File: config.mk
export PLATFORM = sky130hd
export DESIGN_NAME = div
export DESIGN_NICKNAME = d
export VERILOG_FILES = /design/src/rtl/div.sv
export SDC_FILE = /design/constraint.sdc
export NUM_CORES = 1
export LEC_CHECK = 0
export CAP_MARGIN = 10
export CORE_ASPECT_RATIO = 0.7
export CORE_MARGIN = 10
export CORE_UTILIZATION = 61
export CTS_CLUSTER_DIAMETER = 30
export CTS_CLUSTER_SIZE = 40
export DETAILED_ROUTE_END_ITERATION = 16
export PLACE_DENSITY = 0.87
export SYNTH_ARGS = -nofsm -noshare
export SYNTH_HDL_FRONTEND = slang
export SYNTH_SLANG_ARGS = --single-unit
File: constraint.sdc
create_clock -name clk -period 5.79 [get_ports clk]
set_input_delay 0.579 -clock clk [delete_from_list [all_inputs] [get_ports clk]]
set_output_delay 0.579 -clock clk [all_outputs]
set_load 0.02 [all_outputs]
File: src/rtl/div.sv
// div: multi-cycle 32-bit restoring divider, signed or unsigned.
//
// A division is accepted from the idle state while start_i is high and annul_i is low.
// The dividend and divisor are captured on that edge as magnitudes. One quotient bit is
// then produced per edge, MSB first, and signs are fixed up at the end. The result is held
// with ready_o high until start_i drops.
//
// Ports
//   clk           clock, rising edge
//   rst           synchronous active-high reset
//   signed_div_i  1 = two's-complement operands, 0 = unsigned
//   opdata1_i     dividend, sampled on the accepting edge only
//   opdata2_i     divisor, sampled on the accepting edge only
//   start_i       level request, held until ready_o is seen
//   annul_i       pipeline-flush cancel; effective while idle or iterating
//   result_o      {remainder, quotient}, zero unless ready_o
//   ready_o       result_o is valid
module div (
    input  logic        clk,
    input  logic        rst,
    input  logic        signed_div_i,
    input  logic [31:0] opdata1_i,
    input  logic [31:0] opdata2_i,
    input  logic        start_i,
    input  logic        annul_i,
    output logic [63:0] result_o,
    output logic        ready_o
);

    typedef enum logic [1:0] {StFree, StByZero, StOn, StEnd} state_e;

    state_e      state_q, state_d;
    logic [5:0]  cnt_q, cnt_d;
    logic [31:0] quo_q, quo_d;   // dividend bits shift out as quotient bits shift in
    logic [31:0] rem_q, rem_d;
    logic [31:0] dvs_q, dvs_d;
    logic        neg_quo_q, neg_quo_d;
    logic        neg_rem_q, neg_rem_d;
    logic [63:0] result_q, result_d;

    logic        op1_neg, op2_neg;
    logic [31:0] op1_mag, op2_mag;
    logic [32:0] trial, diff;
    logic        fits;

    assign op1_neg = signed_div_i & opdata1_i[31];
    assign op2_neg = signed_div_i & opdata2_i[31];
    assign op1_mag = op1_neg ? (32'd0 - opdata1_i) : opdata1_i;
    assign op2_mag = op2_neg ? (32'd0 - opdata2_i) : opdata2_i;

    // Partial remainder is always below the divisor, so the shifted trial is below twice
    // the divisor and bit 32 of the difference is exactly the borrow.
    assign trial = {rem_q, quo_q[31]};
    assign diff  = trial - {1'b0, dvs_q};
    assign fits  = ~diff[32];

    // State register
    always_ff @(posedge clk) begin
        if (rst) begin
            state_q   <= StFree;
            cnt_q     <= 6'd0;
            quo_q     <= 32'd0;
            rem_q     <= 32'd0;
            dvs_q     <= 32'd0;
            neg_quo_q <= 1'b0;
            neg_rem_q <= 1'b0;
            result_q  <= 64'd0;
        end else begin
            state_q   <= state_d;
            cnt_q     <= cnt_d;
            quo_q     <= quo_d;
            rem_q     <= rem_d;
            dvs_q     <= dvs_d;
            neg_quo_q <= neg_quo_d;
            neg_rem_q <= neg_rem_d;
            result_q  <= result_d;
        end
    end

    // Next-state logic
    always_comb begin
        state_d = state_q;
        unique case (state_q)
            StFree: begin
                if (start_i && !annul_i) begin
                    state_d = (opdata2_i == 32'd0) ? StByZero : StOn;
                end
            end
            StByZero: state_d = StEnd;
            StOn: begin
                if (annul_i) begin
                    state_d = StFree;
                end else if (cnt_q == 6'd32) begin
                    state_d = StEnd;
                end
            end
            StEnd: begin
                if (!start_i) begin
                    state_d = StFree;
                end
            end
            default: state_d = StFree;
        endcase
    end

    // Datapath next values
    always_comb begin
        cnt_d     = cnt_q;
        quo_d     = quo_q;
        rem_d     = rem_q;
        dvs_d     = dvs_q;
        neg_quo_d = neg_quo_q;
        neg_rem_d = neg_rem_q;
        result_d  = result_q;
        unique case (state_q)
            StFree: begin
                result_d = 64'd0;
                if (start_i && !annul_i && (opdata2_i != 32'd0)) begin
                    quo_d     = op1_mag;
                    rem_d     = 32'd0;
                    dvs_d     = op2_mag;
                    cnt_d     = 6'd0;
                    neg_quo_d = op1_neg ^ op2_neg;
                    neg_rem_d = op1_neg;
                end
            end
            StByZero: result_d = 64'd0;
            StOn: begin
                if (annul_i) begin
                    cnt_d    = 6'd0;
                    result_d = 64'd0;
                end else if (cnt_q == 6'd32) begin
                    result_d = {neg_rem_q ? (32'd0 - rem_q) : rem_q,
                                neg_quo_q ? (32'd0 - quo_q) : quo_q};
                end else begin
                    rem_d = fits ? diff[31:0] : trial[31:0];
                    quo_d = {quo_q[30:0], fits};
                    cnt_d = cnt_q + 6'd1;
                end
            end
            StEnd: begin
                if (!start_i) begin
                    result_d = 64'd0;
                end
            end
            default: result_d = 64'd0;
        endcase
    end

    // Outputs
    always_comb begin
        ready_o  = (state_q == StEnd);
        result_o = ready_o ? result_q : 64'd0;
    end

endmodule

==> results by group, run 1 <==
Run status
  • Status: complete, no violations

Clocking
  • CTS Buffer Depth: 2
  • CTS tree: yes
  • Worst-Skew Late Latency: about 0.44 ns
  • H-tree depth: 4
  • Num CTS Buffers: 17
  • CTS Sinks: 170
  • CTS root buf: clkbuf_16
  • Resized cells post-CTS: 0
  • # hold bufs at CTS: 0
  • Worst-path clk slew: 0.06 ns
  • Postcts setup bufs: 0

Global route
  • Initial antenna violation count: 0
  • Gr ovfl total: 0
  • Pin count of the biggest net entering global routing: 78
  • Number of global-route vias before repair: approximately 10,000
  • Global-route wire length before repair: 50.2 mm
  • GRT Util Overall: 24.7%

Drt
  • Avg Vias per Cell: about 6.2
  • Avg WL per Cell: 17.9 um
  • Antenna-violating nets left: 0
  • DRT iter0 DRCs: 1,466
  • Drt total wl: 31.3 mm
  • DRC: 0
  • Via count: 10,900
  • DRT Pass-1 Iters: 9

Die
  • Core area: 0.0179 mm^2
  • DIE WIDTH: approximately 180 um
  • Initial core utilization: 61.6%
  • Row cnt: 41
  • IO Count: 134
  • Die area: 0.0239 mm^2
  • Die Y-Extent: 132 um

Synth
  • Ys async rst share: 0%
  • Synth warn: 0
  • Cells after Synth: between 1,000 and 1,500
  • Post-Syn Area: around 0.011 mm^2
  • Post-synth EDFFs: 0
  • Mean Syn Cell Area: 7.73 um^2
  • Post-synthesis sequential area ratio: 30.9%
  • Mapped Nets: 1,535
  • Synthesized flop and latch total: 170
  • Count of cell types in the netlist: 63
  • Top_reg_cell synth: dfxtp_1

Placement
  • Routability-driven placement congestion ratio: between 0.9 and 1
  • I/O Buffers: about 130
  • DP Wirelength: 23.2 mm
  • Placed Area: 0.0124 mm^2

Setup path
  • Worst setup SP type: input pin
  • Worst path required time: 6.11 ns
  • R2R Path Start: state_q[1]
  • Setup CP Type: in2reg
  • Critical Path AT: 4.43 ns
  • CP Launch Point: opdata2_i[17]
  • CP max FO: 15
  • CP endpoint kind: flop

STA
  • RSZ-0062 raised after global routing: false
  • Final Max Tran Viols: 0
  • Worst Skew: 0.00697 ns
  • Crit share post-route: between 70% and 80%
  • F_max: 243 MHz
  • Final setup vio count: 0
  • Total negative slack: 0 ns
  • Relative slew margins: a little under a third
  • Fin. Hold Viols: 0
  • Tightest Pin Transition: 1.05 ns
  • Min Tclk post-route: slightly above 4 ns

Pwr
  • LEAKAGE: 5.12 nW
  • Tot Pwr: 0.00296 W
  • Worst vdd ir: roughly 160 uV
  • Power per cell area: ~230 mW/mm^2

Layout
  • Antenna fix cells: 0
  • Synthesis-to-layout area growth: 18.3%
  • Utilization after layout: 72.8%
  • Cell area after layout: 0.0130 mm^2
  • # nets final: 1,606
  • Most frequent cells in the layout: nor2_1 (170), dfxtp_1 (170), clkdlybuf4s50_1 (132)
  • Layout cells sized above 1: 4.70%
  • Layout fillers: ~1,400

Min path
  • Hold WC Path Type: reg2reg
  • Hold Crit Start: dvs_q[31]

Job
  • MaxCap Viol Count: 0
critical path: stages:
cell	delay, ns
clkdlybuf4s50_1	0.50
or4_4	0.59
or3_1	0.32
or4_4	0.60
o31a_2	0.39
o21ai_4	0.21
or3_2	0.21
nand4b_1	0.41
buf_4	0.29
nor3_1	0.08
a221o_1	0.25
sequential cells by signal (all words and copies together), names as in the netlist:
name,cells
dvs_q,32
neg_quo_q,1
state_q,2
rem_q,32
quo_q,32
result_q,64
neg_rem_q,1
cnt_q,6
cell usage after synthesis (all sizes together) (14+ instances only):
cell type	number	area [um^2]
o31ai	27	216
or4	21	165
a22oi	78	586
nand2	104	390
o41ai	18	158
o21ai	88	452
ha	38	475
a21oi	101	513
o211ai	25	188
xnor2	86	753
or3	16	101
nor2	171	642
dfxtp	170	3400
and3	65	407
buf	14	72.6
clkbuf	80	302
inv	54	203
nor3	24	120
xor2	61	534
nand3	19	95.1
a211oi	39	293
final timing paths:
check                           depth (start not counted)         to  slack (ns)
worst max-delay path                                   11  rem_q[31]        1.68
worst min-delay path                                    2  dvs_q[31]        0.47
worst max register to register                         10  rem_q[31]        1.90
worst min register to register                          2  dvs_q[31]        0.47
per-layer routing:
layer	part of all wire (%)	up-vias	track usage (%)
li1	-	5316	-
met1	47	5044	36.5
met3	13	37	8.42
met5	0	-	0
met4	1.1	0	5.27
met2	39	519	33.2
through the flow:
step | std cells | worst slack, ns | hold WS, ns
global route | 1747 | 1.52 | 0.486
CTS | 1747 | 1.72 | 0.467
detailed placement | 1715 | 1.26 | 0.461
finish | 1747 | 1.68 | 0.475
floorplan | 1427 | 2.35 | 0.432
global placement | 1715 | 1.33 | 0.441
where the power goes:
| part | switching (W) | total (W) | internal, W | leakage [nW] |
|---|---|---|---|---|
| Combinational | 0.000280 | 0.000482 | 0.000201 | 3.43 |
| Sequential | 0.0000417 | 0.00124 | 0.00120 | 1.38 |
| Clock | 0.000493 | 0.00124 | 0.000744 | 0.316 |
area by class of cell:
class / count / area [um^2] / share of cell area, %
Clock inverter: 14 / 209 / 1.60
Multi-Input combinational cell: 1109 / 7070 / 54.2
Inverter: 54 / 203 / 1.55
Clock buffer: 18 / 439 / 3.37
Timing Repair Buffer: 146 / 1430 / 10.9
Sequential cell: 170 / 3400 / 26.1
Tap cell: 236 / 295 / 2.26
cell families after synthesis:
group                    Yosys count  share of synthesized area [%]
AO/OA/AOI/OAI                    432                           25.9
XOR/XNOR                         147                           11.7
adder cells (fa/ha/maj)           39                           4.49
buffers and inverters            148                           5.23
flip-flops                       170                           30.9
multiplexers                       5                          0.454
AND/OR/NAND/NOR                  486                           21.4
(Power assumes the default switching activity.)
==> run 2, diff against run 1 <==
--- a/config.mk
+++ b/config.mk
@@ -8,11 +8,11 @@
 export CAP_MARGIN = 10
 export CORE_ASPECT_RATIO = 0.7
 export CORE_MARGIN = 10
-export CORE_UTILIZATION = 61
+export CORE_UTILIZATION = 57
 export CTS_CLUSTER_DIAMETER = 30
 export CTS_CLUSTER_SIZE = 40
 export DETAILED_ROUTE_END_ITERATION = 16
-export PLACE_DENSITY = 0.87
+export PLACE_DENSITY = 0.82
 export SYNTH_ARGS = -nofsm -noshare
 export SYNTH_HDL_FRONTEND = slang
 export SYNTH_SLANG_ARGS = --single-unit
==> constraint.sdc (replaced) <==
create_clock -name clk -period 4 [get_ports clk]
set_input_delay 0.4 -clock clk [delete_from_list [all_inputs] [get_ports clk]]
set_output_delay 0.4 -clock clk [all_outputs]
set_load 0.02 [all_outputs]
==> run 2 against run 1 <==
Effect of this change: worst setup slack worse by 1.3 ns; via count is 0.46% higher; count of clock-buffer cells in the layout stayed put; total power is 44% higher; register-to-register slack worse by 1.5 ns; global-route usage is 0.79 points higher; final area is 1.9% higher; critical path depth is 2 higher; non-clock buffer count is 25 higher; sequential share of layout area is 0.47 points lower; die area is 6.1% higher; clock power is 40% higher.
==> results by group, run 2 (synthesized netlist as in run 1, its figures left out) <==
Pwr
  • LEAKAGE: ~5.2 nW
  • Clk pwr share: between 40% and 50%
  • Worst vdd ir: ~280 uV
  • Register share of total power: 42.1%
  • Combinational Power Share: 16.9%
  • Net Sw Power: 0.00125 W
  • Switch share: 29.4%
  • Power per cell area: around 320 mW/mm^2
  • Cell internal pwr: 0.00301 W

STA
  • Final Max Tran Viols: 0
  • Fin. Hold Viols: 0
  • Min Tclk post-route: 3.61 ns
  • Final WS setup: 0.389 ns
  • Tightest Pin Transition: 1.07 ns
  • Final setup vio count: 0
  • F_max: between 200 and 300 MHz
  • Relative slew margins: ~29%
  • Crit share post-route: 90.3%
  • RSZ-0062 raised after global routing: false
  • Total negative slack: 0 ns
  • Worst Skew: around 0.013 ns

Setup path
  • R2R Path Start: quo_q[31]
  • Critical Path AT: 3.97 ns
  • R2R depth: 13
  • Setup CP Type: reg2reg
  • R2r endpoint: rem_q[15]
  • Worst setup SP type: flop
  • CP endpoint kind: flop
  • Setup slack, reg-to-reg: about 0.4 ns
  • CP max FO: 17
  • Worst path required time: roughly 4.4 ns

Global route
  • Number of global-route vias before repair: 9,905
  • GRT Util Overall: between 20% and 30%
  • Global-route wire length before repair: 52.7 mm
  • Initial antenna violation count: 0
  • Pin count of the biggest net entering global routing: 72
  • Gr ovfl total: 0

Layout
  • Synthesis-to-layout area growth: 20.5%
  • Max reg flops: 64
  • Sequential cell area: 0.00340 mm^2
  • Utilization after layout: between 70% and 80%
  • Commonest non-fill, non-tap cell in the layout: nor2_1
  • Layout cells sized above 1: under 10%
  • # nets final: 1,631
  • Multi-input logic area: 0.00707 mm^2
  • Most flop-heavy register: result_q
  • Most frequent cells in the layout: nor2_1 (170), dfxtp_1 (169), clkdlybuf4s50_1 (132)
  • Layout fillers: between 1,500 and 2,000

Die
  • IO Count: 134
  • Die Y-Extent: 136 um
  • Initial core utilization: 58.1%
  • Core area: 0.0190 mm^2
  • DIE WIDTH: around 190 um
  • Row cnt: 42
  • Die area: 0.0254 mm^2

Clocking
  • Num CTS Buffers: 17
  • H-tree depth: 4
  • CTS root buf: clkbuf_16
  • Postcts setup bufs: 0
  • Resized cells post-CTS: 0
  • Worst-path clk slew: ~0.070 ns
  • Worst-Skew Late Latency: 0.45 ns
  • CTS Buffer Depth: 2
  • CTS tree: yes
  • # hold bufs at CTS: 0
  • CTS Sinks: 170

Drt
  • Antenna-violating nets left: 0
  • Via count: 11,000
  • DRT Pass-1 Iters: 6
  • DRC: 0
  • DRT iter0 DRCs: 1,377
  • Drt total wl: 33.2 mm
  • Avg Vias per Cell: 6.09
  • Avg WL per Cell: 18.4 um

Placement
  • Routability-driven placement congestion ratio: 0.970
  • Pre-CTS WS: about 0.062 ns
  • I/O Buffers: 133
  • DP Wirelength: 24.8 mm

Min path
  • Hold Crit Start: dvs_q[31]
  • Hold WC Path Type: reg2reg
  • WHS Path Cells: 2
  • Worst Hold End: dvs_q[31]

Run status
  • Status: complete, no violations

Job
  • MaxCap Viol Count: 0
run 2: how the worst max path moves through the flow:
stage                              from        end  slack, ns  cells after the start
after floorplan            opdata2_i[8]  rem_q[17]       0.74                     11
after global placement    opdata2_i[17]  rem_q[31]       0.14                     11
after global routing          quo_q[31]  rem_q[15]       0.09                     13
after detailed placement  opdata2_i[17]  rem_q[31]       0.06                     11
after CTS                     quo_q[31]  rem_q[15]       0.43                     13
final                         quo_q[31]  rem_q[15]       0.39                     13
run 2: critical path, cell delays in order (launching register included):
cell and delay (ns):
dfxtp_1 0.41, inv_1 0.10, ha_1 0.24, fa_1 0.40
nor2b_1 0.15, o211ai_1 0.13, a31oi_1 0.29, o21ai_0 0.17
a21o_1 0.25, a21o_1 0.22, a31oi_2 0.76, buf_12 0.22
a22oi_1 0.08, o21ai_0 0.10
run 2: through the flow:
stage	total power [W]	instance area, um^2	instances	hold slack [ns]
CTS	0.00424	13300	1800	0.458
global placement	0.00251	12700	1768	0.443
detailed placement	0.00253	12700	1768	0.451
global route	0.00440	13300	1800	0.503
floorplan	0.00228	11000	1427	0.432
finish	0.00426	13300	1801	0.455
run 2: final cells by class:
class / instances / share of cell area, %
clock inverters: 14 / 1.34
inverters: 54 / 1.53
well taps: 264 / 2.49
diodes: 1 / 0.0188
multi-input cells: 1109 / 53.2
flip-flops and latches: 170 / 25.6
clock buffers: 18 / 3.31
repair buffers: 171 / 12.5
run 2: power groups by stage:
stage               combinational (W)  sequential [W]  clock, W
floorplan                    0.000474         0.00181         0
global placement             0.000686         0.00183         0
detailed placement           0.000698         0.00183         0
CTS                          0.000706         0.00179   0.00174
global route                 0.000787         0.00180   0.00182
finish                       0.000721         0.00179   0.00174
run 2: per-layer routing:
| metal | track usage [%] | wire [um] | part of all wire (%) | vias to the layer above |
|---|---|---|---|---|
| met5 | 0 | 0 | 0 | - |
| met4 | 5.71 | 375 | 1.1 | 0 |
| met3 | 7.14 | 3910 | 12 | 36 |
| met2 | 34.4 | 12900 | 39 | 516 |
| met1 | 38.4 | 16000 | 48 | 5060 |
| li1 | - | - | - | 5354 |
